$ cat src/rtl/mips_pkg.sv
// Shared MIPS pipeline definitions: opcodes, memory geometry and fetch state encoding.
package mips_pkg;

  localparam int IMEM_DEPTH = 128;
  localparam logic [5:0] OP_J = 6'b000010;

  typedef enum logic {
    BOOT = 1'b0,
    RUN  = 1'b1
  } fetch_state_e;

  function automatic logic is_jump(input logic [31:0] word);
    return (word[31:26] == OP_J);
  endfunction

endpackage

$ cat src/rtl/imem_fetch_ctrl.sv
// Instruction memory port owner: boot-time loader writes, then sequential fetch
// with stall hold, external redirect and self-detected j instructions.
module imem_fetch_ctrl
  import mips_pkg::*;
#(
  parameter int DEPTH = IMEM_DEPTH,
  parameter int AW    = $clog2(DEPTH)
) (
  input  logic          clk,
  input  logic          rst,
  input  logic          go,
  input  logic          ld_valid,
  output logic          ld_ready,
  input  logic [AW-1:0] ld_addr,
  input  logic [31:0]   ld_data,
  input  logic          stall,
  input  logic          redirect_valid,
  input  logic [31:0]   redirect_pc,
  output logic [AW-1:0] imem_addr,
  output logic          imem_we,
  output logic [31:0]   imem_wdata,
  input  logic [31:0]   imem_rdata,
  output logic [31:0]   inst,
  output logic [31:0]   inst_pc,
  output logic          inst_valid
);

  fetch_state_e state_r;
  logic [31:0]  pc_r;
  logic [31:0]  inst_pc_r;
  logic         inst_valid_r;
  logic         take_jump_s;

  // A j is only acted on once decode has actually accepted it.
  assign take_jump_s = inst_valid_r && !stall && is_jump(imem_rdata);

  assign inst       = imem_rdata;
  assign inst_pc    = inst_pc_r;
  assign inst_valid = inst_valid_r;

  // Memory port mux: loader owns the port in BOOT, fetch owns it in RUN.
  always_comb begin
    ld_ready   = 1'b0;
    imem_we    = 1'b0;
    imem_wdata = 32'd0;
    imem_addr  = {AW{1'b0}};
    case (state_r)
      BOOT: begin
        ld_ready = 1'b1;
        if (ld_valid) begin
          imem_we    = 1'b1;
          imem_addr  = ld_addr;
          imem_wdata = ld_data;
        end else begin
          imem_we    = 1'b0;
          imem_addr  = {AW{1'b0}};
          imem_wdata = 32'd0;
        end
      end
      RUN: begin
        // Re-reading the held word keeps imem_rdata (and so inst) stable.
        if (stall && !redirect_valid) begin
          imem_addr = inst_pc_r[AW-1:0];
        end else begin
          imem_addr = pc_r[AW-1:0];
        end
      end
      default: begin
        imem_addr = {AW{1'b0}};
      end
    endcase
  end

  // Fetch sequencer: state, PC and the registered instruction tag.
  always_ff @(posedge clk) begin
    if (rst) begin
      state_r      <= BOOT;
      pc_r         <= 32'd0;
      inst_pc_r    <= 32'd0;
      inst_valid_r <= 1'b0;
    end else begin
      case (state_r)
        BOOT: begin
          pc_r         <= 32'd0;
          inst_valid_r <= 1'b0;
          if (go) begin
            state_r <= RUN;
          end else begin
            state_r <= BOOT;
          end
        end
        RUN: begin
          if (redirect_valid) begin
            pc_r         <= redirect_pc;
            inst_valid_r <= 1'b0;
          end else if (take_jump_s) begin
            pc_r         <= {6'd0, imem_rdata[25:0]};
            inst_valid_r <= 1'b0;
          end else if (stall) begin
            pc_r         <= pc_r;
            inst_valid_r <= inst_valid_r;
          end else begin
            inst_pc_r    <= pc_r;
            inst_valid_r <= 1'b1;
            pc_r         <= pc_r + 32'd1;
          end
        end
        default: begin
          state_r      <= BOOT;
          pc_r         <= 32'd0;
          inst_valid_r <= 1'b0;
        end
      endcase
    end
  end

endmodule

$ cat config.mk
export PLATFORM = sky130hd
export DESIGN_NAME = imem_fetch_ctrl
export DESIGN_NICKNAME = d
export VERILOG_FILES = /design/src/rtl/mips_pkg.sv /design/src/rtl/imem_fetch_ctrl.sv
export SDC_FILE = /design/constraint.sdc
export NUM_CORES = 1
export LEC_CHECK = 0
export ABC_AREA = 1
export CELL_PAD_IN_SITES_DETAIL_PLACEMENT = 1
export CELL_PAD_IN_SITES_GLOBAL_PLACEMENT = 2
export CORE_MARGIN = 3
export CORE_UTILIZATION = 22
export CTS_BUF_LIST = sky130_fd_sc_hd__clkbuf_2
export DETAILED_ROUTE_END_ITERATION = 7
export PLACE_DENSITY_LB_ADDON = 0.1
export SLEW_MARGIN = 20
export SYNTH_ARGS = -nofsm -noshare
export SYNTH_HDL_FRONTEND = slang
export SYNTH_SLANG_ARGS = --single-unit
$ cat constraint.sdc
create_clock -name clk -period 4.9 [get_ports clk]
set_input_delay 0.735 -clock clk [delete_from_list [all_inputs] [get_ports clk]]
set_output_delay 0.735 -clock clk [all_outputs]
set_load 0.02 [all_outputs]
---- Word-level counts from Yosys, hierarchy flattened ----
Cells that the tools add are included.
Widths: inputs -> output; s select.
cells by class
  equal/unequal tests ..................... 2
  reductions and logical operators ........ 6
  add/subtract/negate cells ............... 1
  bitwise operators ....................... 4
  multiply operators ...................... 0
  $lt $le $gt $ge ......................... 0
  shifts and indexed selects .............. 0
  multiplexer cells ....................... 18
  div/mod/pow operators ................... 0
operator list
  operator               number
  $mux 32                5
  $pmux 32 s2            1
  $add 32x1->32 const B  1
  $mux 7                 2
  $pmux 7 s2             1
  $mux 1                 8
  $eq 6x2->1 const B     1
  $ne 4x3->1 const B     1
  $not 1->1              4
  $reduce_and 4->1       1
  $logic_and 1x1->1      3
  $logic_not 1->1        2
  $pmux 1 s2             1
storage, ports and cells
  memories ................................ 0
  register bits after elaboration ......... 66
  latch bits .............................. 0
  bits of input ports ..................... 109
  output and inout bits ................... 106
  ROM bits ................................ 0
  RAM bits ................................ 0

---- Depth between registers and ports, before layout ----
  depth in word-level cells ............... 6
  gate-level depth with buffers ........... 11
  gate-level depth less buffers ........... 11

---- Least setup slack after synthesis ----
No wires, ideal clock.
  kind .................................... in2out
  from .................................... input port stall
  to ...................................... output port imem_addr[0]
  stages on the path ...................... 6
  setup slack ............................. 2377 ps
  arrival ................................. 1788 ps
  path buffers ............................ 1
  data required time ...................... 4165 ps
  path through ............................ inv_2 buf_2 nor2_1 inv_1 nor2_1 o21ai_0
between the ends
  word-level cells in the longest chain between the ends .. 3
RTL lines
  item                RTL line               RTL
  start: declaration  imem_fetch_ctrl.sv:16  input logic stall,
  $logic_and 1x1->1   imem_fetch_ctrl.sv:62  if (stall && !redirect_valid) begin
  $mux 7              imem_fetch_ctrl.sv:62
  $pmux 7 s2          imem_fetch_ctrl.sv:47  case (state_r)
  end: declaration    imem_fetch_ctrl.sv:19  output logic [AW-1:0] imem_addr,
Every way passes these cells.

---- Worst setup path after layout ----
  from .................................... input port stall
  to ...................................... output port imem_addr[4]
Same word-level chain as after synthesis.

==> flow_summary.ini <==
[route]
first_pass_iters = 4
num_vias = 5577
wl_mm = 19.8
postRouteAntennaNets = 0
vias_per_cell = 4.53
routedWlPerCell_um = 16.0
route.detailed.drc = 0
drt_iter0_markers = 181

[clock_tree]
cts_resized = 0
cts_tree = done
cts_made_buffers = 9
cts_sinks = 66
cts-hold-fix-buffers = 0
cts_setup_buffers = 0
worst_skew_pair.late_latency_ns = 0.59
cts.clk_slew.worst_paths_ns = 0.20
ctsLongestPathBuffers = 2
cts-root-buf = clkbuf_2
cts_max_level = 3

[placed_design]
dpl_cell_area_um2 = 6780
gp_congestion = 0.796
numPortBuffers = 214
hpwl_mm = 15.2
place_inst = 1215
dp_slack_ns = 1.35

[layout]
final_cells = 1232
final_cell_mix = nand2_1 (266), clkdlybuf4s50_1 (213), nor2_1 (135)
area_growth_pct = 47.9
final_area_um2 = 6950
nets = 1066
layout_commonest_cell = nand2_1
drive_gt1_share_pct = 5.83

[timing]
report.final.slew_viol_count = 0
rsz0062_at_grt = no
fin_skew_ns = 0.0475
period_share_pct = 71.0
tns_ns = 0
fmaxAchievable_mhz = 287
hold_viol = 0
setup_slack_ns = 1.42
fin_crit_ns = 3.48
worstMarginPinSlew_ns = 0.786
max_slew_margin_pct = 47.4
setup_viol = 0

[grt]
grt_max_degree = 43
grt_pass1_wl_mm = 32.2
grt_pass1_vias = 5775
antenna_found_initial = 1
overflow = 0
grt_usage_pct = 17.1

[worst_setup_path]
r2r_slack_ns = 2.35
worstSetupStartpointType = input pin
setup.worst_path.class = input pin to output pin
worstPathArrival_ns = 2.75
cp_slowest_cell = clkdlybuf4s50_1
path_cells = clkdlybuf4s50_1 > inv_2 > nor2_1 > o21ai_0 > o21ai_0 > clkdlybuf4s50_1
cp_max_fo = 15
worst_setup_path_end_kind = output pin
cp_slowest_stage_delay_ns = 0.64
crit_required_ns = 4.16

[floorplan]
start_util_pct = 22.8
rows = 52
die-height_um = 152
fp.dieW_um = 152
core_area_um2 = 20600
dieArea_um2 = 23100
io_pins = 215

[yosys]
synth_area_um2 = 4700
netlist_instances = 800
yosysWarnings = 0
syn-num-nets = 910
yosysSeqAreaShare_pct = 28.1
ys_seq_elements = 66
synth_area_per_cell_um2 = 5.87
synth.distinct_cells = 31

[power_and_ir_drop]
power.switching_uw = 423
switching_share_pct = 31.1
totalPowerFinal_mw = 1.36
p_leak_nw = 2.53
p_int_uw = 938
max-vdd-ir-drop_uv = 94.4
seqPwrFrac_pct = 41.9
clock_power_share_pct = 33.4
powerDensity_nw_per_um2 = 196
combPwrFrac_pct = 24.6

[hold_path]
hp-class = flop to flop

[run_status]
status = finished clean

[job]
drv_cap = 0
critical path: cells and delay by family:
kind,cells,cell delay (ns)
AOI/OAI and AO/OA,2,0.39
buffers and inverters,3,1.27
and+or+nand+nor,1,0.34
synth_stat cells:
library cell	number	share of area, %
a21oi_1	63	6.7
a21oi_2	3	0.56
a31oi_1	1	0.13
and2_1	3	0.40
buf_1	3	0.24
buf_2	10	1.1
buf_4	35	5.6
buf_6	3	0.72
clkbuf_1	26	2.1
clkinv_1	1	0.080
dfxtp_1	66	28
ha_1	1	0.27
inv_1	32	2.6
inv_2	3	0.24
nand2_1	266	21
nand2_2	7	0.93
nand2_4	2	0.48
nand3_1	40	4.3
nand3b_1	1	0.16
nand4_1	34	4.5
nor2_1	135	11
nor2_2	5	0.67
nor2_4	8	1.9
nor3_1	1	0.11
o211ai_1	2	0.32
o21ai_0	38	4.0
o21ai_1	4	0.43
o21ai_4	1	0.35
o21bai_1	2	0.32
or2_2	1	0.13
xnor2_1	3	0.56
kinds of logic after synthesis:
logic type | count (synthesis) | synth area share, %
AND/OR/NAND/NOR | 503 | 45.6
AO/OA/AOI/OAI | 114 | 12.9
buffers and inverters | 113 | 12.6
flip-flops | 66 | 28.1
XOR/XNOR | 3 | 0.559
adder cells (fa/ha/maj) | 1 | 0.266
final cells by class:
| class | instances | area (µm²) |
|---|---|---|
| fill | 2639 | 13700 |
| clock inverter | 6 | 115 |
| multi-input combinational | 621 | 2790 |
| tap | 270 | 338 |
| antenna | 1 | 2.50 |
| inverter | 36 | 135 |
| sequential | 66 | 1320 |
| clock buffer | 10 | 50.0 |
| timing repair buffer | 222 | 2200 |
metrics by stage:
| stage | util [%] | hold WS (ns) |
|---|---|---|
| 2_1_floorplan | - | 0.482 |
| 3_3_place_gp | 32.9 | 0.452 |
| 3_5_place_dp | 32.9 | 0.457 |
| 4_1_cts | 33.7 | 0.488 |
| 5_1_grt | 33.7 | 0.496 |
| 6_report | 33.7 | 0.480 |
power by group through the flow:
stage | registers (mW) | logic, mW | clock network, mW
2_1_floorplan | 0.569 | 0.176 | 0
3_3_place_gp | 0.581 | 0.340 | 0
3_5_place_dp | 0.581 | 0.340 | 0
4_1_cts | 0.571 | 0.342 | 0.477
5_1_grt | 0.574 | 0.369 | 0.491
6_report | 0.570 | 0.335 | 0.455
routing by layer:
layer / GRT usage [%] / share of wire, % / up-vias
met5: 0 / 0 / -
met4: 4.92 / 1.5 / 0
met3: 5.40 / 7.2 / 18
met2: 26.5 / 44 / 156
met1: 22.9 / 48 / 2551
li1: - / - / 2852
registers in the layout, summed over array words and instances (netlist names):
register and cells:
inst_valid 1, inst_pc 32, pc_r 32, state_r 1
final timing paths:
check,from,endpoint,depth (start not counted)
setup reg to reg,inst_valid,pc_r[19],9
hold reg to reg,inst_pc[12],inst_pc[12],2
hold / removal,inst_pc[12],inst_pc[12],2
setup / recovery,stall,imem_addr[4],6
(Power assumes the default switching activity.)
